[src/rtl/i2s_pkg.sv]
// Shared types and register offsets for blocks that talk to the I2S_top register port.
package i2s_pkg;

    typedef enum logic [2:0] {
        ST_IDLE = 3'd0,
        ST_RD   = 3'd1,
        ST_CHK  = 3'd2,
        ST_GAP  = 3'd3,
        ST_WR   = 3'd4
    } streamer_state_t;

    localparam logic [31:0] I2S_STATUS_OFS = 32'h0000_0004;
    localparam logic [31:0] I2S_TXDATA_OFS = 32'h0000_0008;

endpackage

[src/rtl/i2s_apb_streamer.sv]
// Moves 32-bit stream words into the I2S_top TxFIFO over the register bus,
// polling the status register before every write so the FIFO never overflows.
module i2s_apb_streamer
    import i2s_pkg::*;
#(
    parameter logic [31:0] BASE_ADDR  = 32'h0000_0000,
    parameter logic [31:0] STATUS_OFS = I2S_STATUS_OFS,
    parameter logic [31:0] TXDATA_OFS = I2S_TXDATA_OFS,
    parameter int unsigned TXFULL_BIT = 0,
    parameter int unsigned POLL_GAP   = 8
) (
    input  logic        pclk,
    input  logic        preset,
    input  logic        en,
    input  logic        s_valid,
    input  logic [31:0] s_data,
    output logic        s_ready,
    output logic        penable,
    output logic        pwrite,
    output logic [31:0] paddr,
    output logic [31:0] pwdata,
    input  logic [31:0] prdata,
    output logic        busy,
    output logic [15:0] words_sent
);

    localparam logic [31:0] RD_ADDR  = BASE_ADDR + STATUS_OFS;
    localparam logic [31:0] WR_ADDR  = BASE_ADDR + TXDATA_OFS;
    localparam logic [7:0]  GAP_LOAD = 8'(POLL_GAP - 1);

    streamer_state_t state_q;
    logic        hv_q;
    logic [31:0] hold_q;
    logic        penable_q;
    logic        pwrite_q;
    logic [31:0] paddr_q;
    logic [31:0] pwdata_q;
    logic [7:0]  gap_q;
    logic [15:0] words_sent_q;

    logic        hs_s;
    logic        full_s;
    logic [7:0]  gap_d;
    logic [15:0] words_sent_d;

    assign s_ready      = en & ~hv_q & (state_q == ST_IDLE);
    assign hs_s         = s_valid & s_ready;
    assign full_s       = prdata[TXFULL_BIT];
    assign gap_d        = gap_q - 8'd1;
    assign words_sent_d = words_sent_q + 16'd1;

    // Poll/write sequencer; bus outputs are registered and hold their value while penable is low.
    always_ff @(posedge pclk or negedge preset) begin
        if (!preset) begin
            state_q      <= ST_IDLE;
            hv_q         <= 1'b0;
            hold_q       <= 32'h0000_0000;
            penable_q    <= 1'b0;
            pwrite_q     <= 1'b0;
            paddr_q      <= 32'h0000_0000;
            pwdata_q     <= 32'h0000_0000;
            gap_q        <= 8'd0;
            words_sent_q <= 16'd0;
        end else begin
            case (state_q)
                ST_IDLE: begin
                    if (hs_s) begin
                        hold_q <= s_data;
                        hv_q   <= 1'b1;
                    end
                    if (hs_s || hv_q) begin
                        state_q   <= ST_RD;
                        penable_q <= 1'b1;
                        pwrite_q  <= 1'b0;
                        paddr_q   <= RD_ADDR;
                    end
                end
                ST_RD: begin
                    penable_q <= 1'b0;
                    state_q   <= ST_CHK;
                end
                ST_CHK: begin
                    if (full_s) begin
                        gap_q   <= GAP_LOAD;
                        state_q <= ST_GAP;
                    end else begin
                        state_q   <= ST_WR;
                        penable_q <= 1'b1;
                        pwrite_q  <= 1'b1;
                        paddr_q   <= WR_ADDR;
                        pwdata_q  <= hold_q;
                    end
                end
                ST_GAP: begin
                    if (gap_q == 8'd0) begin
                        state_q   <= ST_RD;
                        penable_q <= 1'b1;
                        pwrite_q  <= 1'b0;
                        paddr_q   <= RD_ADDR;
                    end else begin
                        gap_q <= gap_d;
                    end
                end
                ST_WR: begin
                    penable_q    <= 1'b0;
                    hv_q         <= 1'b0;
                    words_sent_q <= words_sent_d;
                    state_q      <= ST_IDLE;
                end
                default: begin
                    state_q   <= ST_IDLE;
                    penable_q <= 1'b0;
                end
            endcase
        end
    end

    assign penable    = penable_q;
    assign pwrite     = pwrite_q;
    assign paddr      = paddr_q;
    assign pwdata     = pwdata_q;
    assign busy       = hv_q | (state_q != ST_IDLE);
    assign words_sent = words_sent_q;

endmodule

[config.mk]
export PLATFORM = sky130hd
export DESIGN_NAME = i2s_apb_streamer
export DESIGN_NICKNAME = d
export VERILOG_FILES = /design/src/rtl/i2s_pkg.sv /design/src/rtl/i2s_apb_streamer.sv
export SDC_FILE = /design/constraint.sdc
export NUM_CORES = 1
export LEC_CHECK = 0
export CAP_MARGIN = 20
export CELL_PAD_IN_SITES_DETAIL_PLACEMENT = 0
export CELL_PAD_IN_SITES_GLOBAL_PLACEMENT = 1
export CORE_MARGIN = 1
export CORE_UTILIZATION = 44
export CTS_BUF_LIST = sky130_fd_sc_hd__clkbuf_16
export CTS_CLUSTER_DIAMETER = 120
export DETAILED_ROUTE_END_ITERATION = 6
export DONT_BUFFER_PORTS = 1
export PLACE_DENSITY_LB_ADDON = 0.1
export REMOVE_ABC_BUFFERS = 1
export SLEW_MARGIN = 20
export SYNTH_ARGS = -nofsm -noshare
export SYNTH_HDL_FRONTEND = slang
export SYNTH_SLANG_ARGS = --single-unit
[constraint.sdc]
create_clock -name pclk -period 1.7 [get_ports pclk]
set_input_delay 0.425 -clock pclk [delete_from_list [all_inputs] [get_ports pclk]]
set_output_delay 0.425 -clock pclk [all_outputs]
set_load 0.03 [all_outputs]
==> results.cfg, run 1 <==
[worst_setup_path]
cpPeakStageDelay_ps = 550
worstPathArrival_ps = 1600
cp-start-kind = register
path_delay_family = simple AND/OR/NAND/NOR gates
worstPathRequired_ps = 1270
r2r_setup_slack_ps = -240
crit_chain = or4_4 -> buf_6 -> nor2_4 -> buf_6
crit_slowest_cell = or4_4
critPathBufInv = 2
worstSetupEndpointType = output pin
cp_common_cell = buf_6
cp_max_fo = 2
critical_path_class = reg2out

[drt]
drt_wl_total_mm = 7.92
avgViaCountPerCell = 5.09
drt-initial-drc-count = 79
final_antenna_net_count = 0
dr.pass1.iters = 7
remaining_drc_errors = 5
dr_total_vias = 2385
routedWlPerCell_um = 16.9

[die]
fp.dieW_um = 98.5
ios = 152
dieArea_mm2 = 0.00970
core_area_mm2 = 0.00885
die_h_um = 98.5
initial_utilization_pct = 46.3
row_count = 34

[clocking]
cts_buffer_depth = 2
clk_root_buffer_cell = clkbuf_16
htreeDepth = 3
cts.sinks = 95
clk_latency_ps = 330
path_clk_slew_ps = 60
numCtsBuffers = 9
cts_tree = yes

[finish]
final_area_mm2 = 0.00498
multi_input_area_mm2 = 0.00159
fillers = 727
drive_above_1_share_pct = 36.9
final_util_pct = 56.3
syn_to_final_growth_pct = 21.7
final_cells = 469
regArea_mm2 = 0.00238
final_nets = 426

[grt]
grtUsageMet3_pct = 7.23
grt_pass1_vias = 2319
grt-busiest-layer = met2
antenna_found_initial = 1
grt_use_total_pct = 16.1
gr-usage-met2_pct = 25.5
grt_first_pass_wirelength_mm = 12.1
grt_max_degree = 96
grt_remaining_overflow = 0
met1_usage_pct = 20.2

[sta]
period_needed_ps = 2030
setup_ws_ps = -327
final.setup.tns_ps = -6740
setup_viol = 39
worst_clock_skew_ps = 7.84
period_share_pct = 119
clock.fmax_mhz = 493
slew_violations = 0
slew_headroom_pct = 62.6
whs_ps = -210
rsz0062_at_grt = true
worst_pin_slew_ps = 561
hold_viol = 95

[logic_synthesis]
netlist-cell-type-count = 41
synth-seq-area-share_pct = 58.0
synthArstFlopShare_pct = 100
syn_area_mm2 = 0.00410
syn_avg_cell_area_um2 = 13.3
synthesis.instances = 308
yosysWarnings = 0
synth_seq_cells = 95
synth_edf_count = 0
ys.flop_type = dfrtp_1

[status]
status = finished with violations
violations = DRC, hold timing, setup timing

[power_and_ir_drop]
ir_worst_vdd_mv = 0.933
pwr-share-comb_pct = 28.8
seqPwrFrac_pct = 49.6
p_int_w = 0.00584
cellPowerDensity_mw_per_mm2 = 1840
leakagePower_nw = 2.30
swShare_pct = 36.3
netSwitchingPower_w = 0.00333
pwr-share-clk_pct = 21.6

[placed_design]
dp_hpwl_mm = 4.85
placed_area_mm2 = 0.00434
pre_cts_ws_ps = -171
gp_congestion = 0.770
placed_cells = 436
port_buffers = 0

[hold_path]
hp-class = in2async

[job]
maxCapViolCount = 0
==> worst reg2reg max path, delay by kind of cell (launching register included) <==
| kind | cells | cell delay [ps] |
|---|---|---|
| simple gates | 2 | 710 |
| buf+inv | 3 | 410 |
| mux | 1 | 330 |
| flops | 1 | 380 |
==> metrics by stage <==
step | power (W) | hold WS, ps
2_1_floorplan | 0.00595 | 129
3_3_place_gp | 0.00666 | 132
3_5_place_dp | 0.00675 | 132
4_1_cts | 0.00886 | -232
5_1_grt | 0.00967 | -240
6_report | 0.00917 | -210
==> path summary, 6_finish.rpt <==
| check | startpoint | end | cells past startpoint |
|---|---|---|---|
| max in group asynchronous | preset | pwdata[21]$_DFFE_PN0N_ | 0 |
| min reg2reg | hold_q[26]$_DFFE_PN0P_ | hold_q[26]$_DFFE_PN0P_ | 1 |
| max | hv_q$_DFFE_PN0P_ | s_ready | 4 |
| max reg2reg | hv_q$_DFFE_PN0P_ | hold_q[17]$_DFFE_PN0P_ | 6 |
| min in group pclk | s_data[1] | hold_q[1]$_DFFE_PN0P_ | 1 |
| min | preset | gap_q[6]$_DFFE_PN0P_ | 0 |
==> metal layers <==
metal  part of all wire, %  vias up
met3                   7.4        7
met4                  0.98        0
met1                    42     1203
li1                      -     1096
met5                     0        -
met2                    50       79
==> cell type report <==
cell class / instances / share of cell area [%]
multi-input combinational: 195 / 31.8
antenna: 1 / 0.0502
sequential: 95 / 47.7
inverter: 5 / 0.377
clock buffer: 9 / 4.52
clock inverter: 7 / 1.43
timing repair buffer: 49 / 11.4
tap: 108 / 2.71
==> flip-flops by register name, summed over array words and instances, names as in the netlist <==
name / count
pwdata: 32
penable: 1
state_q: 3
gap_q: 8
hv_q: 1
paddr: 2
hold_q: 32
words_sent: 16
==> synthesized netlist by cell type (2+ instances only) <==
cell type   n  share of area (%)
or4_1       2               0.37
nor2_1     21                1.9
and3_1      2               0.31
xnor2_1    13                2.8
nor3b_1     2               0.37
nor3_1      3               0.37
dfrtp_1    95                 58
nand2_1     9               0.82
buf_2       4               0.49
nand2b_1    2               0.31
o21ai_0     3               0.37
buf_6       4                1.1
inv_1       5               0.46
ha_1        3               0.92
a21oi_1     2               0.24
a31oi_1     3               0.46
mux2_2     55                 15
buf_4      31                5.7
nand4_1     7                1.1
xor2_1      5                1.1
clkbuf_1    2               0.18
nand3_1     6               0.73
mux2_1     10                2.7
mux2i_1     2               0.49
==> kinds of logic after synthesis <==
| family | count (synthesis) | synth area share [%] |
|---|---|---|
| and+or+nand+nor | 63 | 8.40 |
| other | 1 | 0.0915 |
| adders and majority gates | 3 | 0.916 |
| xor gates and xnor gates | 18 | 3.85 |
| DFF | 95 | 58.0 |
| muxes | 67 | 18.4 |
| buffers and inverters | 47 | 8.00 |
| AOI/OAI and AO/OA | 14 | 2.35 |
==> repair_timing <==
item / in CTS / in global routing
pin swaps: 2 / 1
gates resized for setup: 7 / 18
endpoints found under the hold margin: 95 / 95
gates cloned: 1 / 7
setup buffers: 4 / 5
setup endpoints to repair: 35 / 72
==> power by group through the flow <==
stage,Clock [W],Sequential [W],Combinational (W)
2_1_floorplan,0,0.00452,0.00143
3_5_place_dp,0,0.00459,0.00216
6_report,0.00198,0.00455,0.00264
5_1_grt,0.00213,0.00468,0.00286
4_1_cts,0.00205,0.00455,0.00226
3_3_place_gp,0,0.00455,0.00210
==> cell usage in the layout, fill, tap and decap left out, types with 7 or more instances in the layout <==
master / count
mux2_1: 9
xnor2_1: 13
buf_4: 32
conb_1: 30
nor2_1: 20
mux2_2: 52
dfrtp_1: 95
buf_12: 7
clkbuf_16: 13
nand2_1: 9
nand4_1: 7
No activity file was read; power rests on OpenSTA's default activity.
==> run 2, diff against run 1 <==
CORE_ASPECT_RATIO = 0.9   (was default)
CORE_UTILIZATION = 42   (was 44)
==> run 2 against run 1 <==
- the flow finishes with violations (hold timing, setup timing)
- design area down 1.8%
- total power down 3.0%
- critical path depth unchanged
- critical path type unchanged
- via count down 1.2%
- non-clock buffer count down 5
- clock skew up 2.8 ps
- clock-buffer cell count unchanged
- sequential share of layout area up 0.89 points
- register-to-register slack about the same
- hold slack worse by 7.9 ps
- sequential power about the same
- cell count up 1.9%
==> results.cfg, run 2 (same netlist as run 1, synthesis figures left out) <==
[status]
status = finished with violations
violations = hold timing, setup timing

[sta]
hold_viol = 95
whs_ps = -218
worst_clock_skew_ps = 10.6
slew_headroom_pct = 61.5
clock.fmax_mhz = 493
setup_ws_ps = -327
period_needed_ps = 2030
rsz0062_at_grt = true
period_share_pct = 119
worst_pin_slew_ps = 578
setup_viol = 34
slew_violations = 0

[placed_design]
dp_hpwl_mm = 4.80
pre_cts_ws_ps = -196
port_buffers = 0
gp_congestion = 0.747

[grt]
grt_first_pass_wirelength_mm = 12.0
antenna_found_initial = 1
grt_pass1_vias = 2235
grt_use_total_pct = 15.8
grt_max_degree = 96
grt_remaining_overflow = 0

[power_and_ir_drop]
pwr-share-clk_pct = 21.4
cellPowerDensity_mw_per_mm2 = 1820
swShare_pct = 37.6
netSwitchingPower_w = 0.00335
total_power_w = 0.00889
ir_worst_vdd_mv = 1.08
leakagePower_nw = 2.25
pwr-share-comb_pct = 27.6
seqPwrFrac_pct = 51.0
p_int_w = 0.00555

[finish]
final_util_pct = 52.7
final_nets = 421
syn_to_final_growth_pct = 19.4
layout_commonest_cell = dfrtp_1
final_cell_mix = 95 x dfrtp_1, 55 x mux2_2, 30 x conb_1, 29 x buf_4, 20 x nor2_1
drive_above_1_share_pct = 35.5

[drt]
dr_total_vias = 2357
drt-initial-drc-count = 57
remaining_drc_errors = 0
final_antenna_net_count = 0
dr.pass1.iters = 4
avgViaCountPerCell = 4.93
drt_wl_total_mm = 7.74
routedWlPerCell_um = 16.2

[die]
row_count = 33
ios = 152
initial_utilization_pct = 44.1
fp.dieW_um = 106
dieArea_mm2 = 0.0102
die_h_um = 95.7
core_area_mm2 = 0.00929

[hold_path]
hp-class = in2async

[clocking]
numCtsBuffers = 9
cts.sinks = 95
htreeDepth = 3
clk_root_buffer_cell = clkbuf_16
cts_buffer_depth = 2
clk_latency_ps = 340
path_clk_slew_ps = 60
cts_tree = yes

[worst_setup_path]
worstSetupEndpointType = output pin
worstPathRequired_ps = 1270
critical_path_class = reg2out
worstPathArrival_ps = 1600
cp_max_fo = 2
cp-start-kind = register

[job]
maxCapViolCount = 0
==> run 2: changes by cell type in the layout (fill, tap and decap cells not counted), sizes merged <==
cell | previous run | this run
buf | 45 | 42
clkinv | 2 | 1
clkbuf | 13 | 11
bufinv | 1 | 0
inv | 8 | 10
==> run 2: power by group through the flow <==
stage	Combinational, W	Clock (W)	Sequential (W)
3_5_place_dp	0.00214	0	0.00459
3_3_place_gp	0.00208	0	0.00456
2_1_floorplan	0.00143	0	0.00452
5_1_grt	0.00268	0.00204	0.00467
4_1_cts	0.00230	0.00196	0.00455
6_report	0.00246	0.00190	0.00453
==> run 2: through the flow <==
| step | cells | setup TNS, ps | cell area (µm²) | hold slack [ps] |
|---|---|---|---|---|
| global placement | 449 | -5220 | 4320 | 132 |
| global route | 478 | -9690 | 4890 | -240 |
| detailed placement | 449 | -6130 | 4320 | 133 |
| floorplan | 295 | -43040 | 3900 | 129 |
| CTS | 473 | -8060 | 4760 | -235 |
| finish | 478 | -7740 | 4890 | -218 |
==> run 2: final cells by class <==
type	instances	area (µm²)
antenna	1	2.50
fill	833	4400
inverter	5	18.8
clock buffer	9	225
multi-input combinational	195	1570
clock inverter	7	52.6
tap	122	153
timing repair buffer	44	493
sequential	95	2380
==> run 2: final timing paths <==
check | slack (ps) | endpoint | startpoint | cells past startpoint
hold reg to reg | 480 | hold_q[26]$_DFFE_PN0P_ | hold_q[26]$_DFFE_PN0P_ | 1
min in group pclk | 210 | hold_q[25]$_DFFE_PN0P_ | s_data[25] | 1
hold / removal | -220 | gap_q[3]$_DFFE_PN0P_ | preset | 0
max in group asynchronous | 1740 | state_q[1]$_DFFE_PN0P_ | preset | 0
setup / recovery | -330 | s_ready | state_q[1]$_DFFE_PN0P_ | 4
setup reg to reg | -250 | hold_q[20]$_DFFE_PN0P_ | state_q[1]$_DFFE_PN0P_ | 6
==> run 2: worst max-delay path, stage by stage, from the launching register on <==
cell     delay (ps)
dfrtp_1         370
or4_4           560
buf_6           140
nor2_4           70
buf_6           130
==> run 2: metal layers <==
layer  wire length, µm  GRT usage (%)
met2              3600           23.3
met1              3360           20.4
met4               125           6.94
met3               647           6.64
met5                 0              0
==> run 2: what timing repair did <==
item	in CTS	in global routing
pin swaps	2	2
setup buffers	5	2
endpoints found under the hold margin	95	95
resized for setup	11	14
endpoints found under the setup margin	37	75
cloned	3	2
==> run 3, diff against run 2 <==
MAX_ROUTING_LAYER = met4   (was default)
==> run 3 against run 2 <==
- combinational power barely moved
- clock skew about the same
- hold slack better by 1.0 ps
- fmax about the same
- largest cell class unchanged
- clock power about the same
- the flow still finishes with violations (hold timing, setup timing)
- design area unchanged
- routed wire length about the same
==> results.cfg, run 3 (same netlist as run 1, synthesis figures left out) <==
[drt]
drt-initial-drc-count = 78
remaining_drc_errors = 0
dr_total_vias = 2362
avgViaCountPerCell = 4.94
dr.pass1.iters = 4
drt_wl_total_mm = 7.74
final_antenna_net_count = 0
routedWlPerCell_um = 16.2

[worst_setup_path]
path_depth = 4
worstSetupEndpoint = s_ready
r2r_cells = 6
crit_slowest_cell = or4_4
worstPathArrival_ps = 1600
cp_common_cell = buf_6
path_delay_family = simple AND/OR/NAND/NOR gates
critical_path_class = reg2out
crit_start = state_q[1]$_DFFE_PN0P_
worstSetupEndpointType = output pin
r2r-start = state_q[1]$_DFFE_PN0P_
r2r-end = hold_q[20]$_DFFE_PN0P_
cp_max_fo = 2
r2r_setup_slack_ps = -240
critPathBufInv = 2
cp-start-kind = register
cpPeakStageDelay_ps = 560
crit_chain = or4_4 -> buf_6 -> nor2_4 -> buf_6
worstPathRequired_ps = 1270

[clocking]
numCtsBuffers = 9
cts.sinks = 95
cts_buffer_depth = 2
path_clk_slew_ps = 60
htreeDepth = 3
clk_latency_ps = 340
clk_root_buffer_cell = clkbuf_16
cts_tree = yes

[power_and_ir_drop]
cellPowerDensity_mw_per_mm2 = 1820
ir_worst_vdd_mv = 1.09
leakagePower_nw = 2.25
total_power_w = 0.00889

[finish]
final_cell_mix = 95 x dfrtp_1, 55 x mux2_2, 30 x conb_1, 29 x buf_4, 20 x nor2_1
final_area_mm2 = 0.00489
final_util_pct = 52.7
layout_commonest_cell = dfrtp_1
fillers = 833
final_nets = 421
drive_above_1_share_pct = 35.5
syn_to_final_growth_pct = 19.4

[grt]
grtUsageMet3_pct = 5.35
grt_pass1_vias = 2242
met1_usage_pct = 21.3
grt_use_total_pct = 16.3
grt_first_pass_wirelength_mm = 12.0
gr-usage-met2_pct = 23.5
antenna_found_initial = 1
grt_max_degree = 96
grt-busiest-layer = met2
grt_remaining_overflow = 0

[placed_design]
port_buffers = 0
dp_hpwl_mm = 4.80
gp_congestion = 0.757
placed_area_mm2 = 0.00432

[sta]
setup_ws_ps = -326
worst_pin_slew_ps = 581
hold_viol = 95
slew_headroom_pct = 61.3
setup_viol = 34
rsz0062_at_grt = true
period_share_pct = 119
clock.fmax_mhz = 493
slew_violations = 0
worst_clock_skew_ps = 10.8
whs_ps = -217
period_needed_ps = 2030

[hold_path]
hp-class = in2async

[status]
violations = hold timing, setup timing
status = finished with violations

[die]
die_h_um = 95.7
ios = 152
dieArea_mm2 = 0.0102
core_area_mm2 = 0.00929
row_count = 33
fp.dieW_um = 106
initial_utilization_pct = 44.1

[job]
maxCapViolCount = 0
-- run 3: cell counts in the layout (fill, tap and decap cells not counted) --
Identical to the previous run, type by type.
-- run 3: worst min path at each step --
stage,end,cells after the start,slack [ps],startpoint
final,gap_q[3]$_DFFE_PN0P_,0,-220,preset
after global routing,pwdata[18]$_DFFE_PN0N_,0,-240,preset
after CTS,pwdata[18]$_DFFE_PN0N_,0,-240,preset
after detailed placement,gap_q[4]$_DFFE_PN0P_,0,130,preset
after global placement,gap_q[6]$_DFFE_PN0P_,0,130,preset
after floorplan,gap_q[0]$_DFFE_PN0P_,0,130,preset
-- run 3: area by class of cell --
cell class | count | area (µm²) | area share [%]
sequential | 95 | 2380 | 48.6
clock buffer | 9 | 225 | 4.60
timing repair buffer | 44 | 493 | 10.1
inverter | 5 | 18.8 | 0.384
clock inverter | 7 | 52.6 | 1.07
antenna | 1 | 2.50 | 0.0512
multi-input combinational | 195 | 1570 | 32.1
tap | 122 | 153 | 3.12
-- run 3: per-stage QoR --
step | setup slack [ps] | TNS [ps] | std cells
2_1_floorplan | -779 | -43040 | 295
3_3_place_gp | -167 | -5220 | 449
3_5_place_dp | -196 | -6130 | 449
4_1_cts | -345 | -8060 | 473
5_1_grt | -373 | -9680 | 478
6_report | -326 | -7670 | 478
-- run 3: metal layers --
layer	part of all wire (%)	up-vias
met1	45	1180
met5	0	-
met2	47	83
li1	-	1088
met3	6.5	11
met4	1.6	0
-- run 3: where the power goes --
part	leakage, nW	switching (W)	internal (W)
sequential	1.19	0.00138	0.00315
clock	0.138	0.000894	0.00101
combinational	0.923	0.00107	0.00139
-- run 3: timing repair --
item / in CTS / in global routing
pin swaps: 2 / 2
endpoints found under the setup margin: 37 / 75
buffers inserted: 5 / 2
gates cloned: 3 / 2
resized for setup: 11 / 14
endpoints found under the hold margin: 95 / 95
-- run 3: worst register-to-register path, stage by stage (launching register included) --
cell	delay [ps]
dfrtp_1	370
or4_4	560
buf_4	170
nor2_8	140
buf_6	120
buf_8	120
mux2_2	350
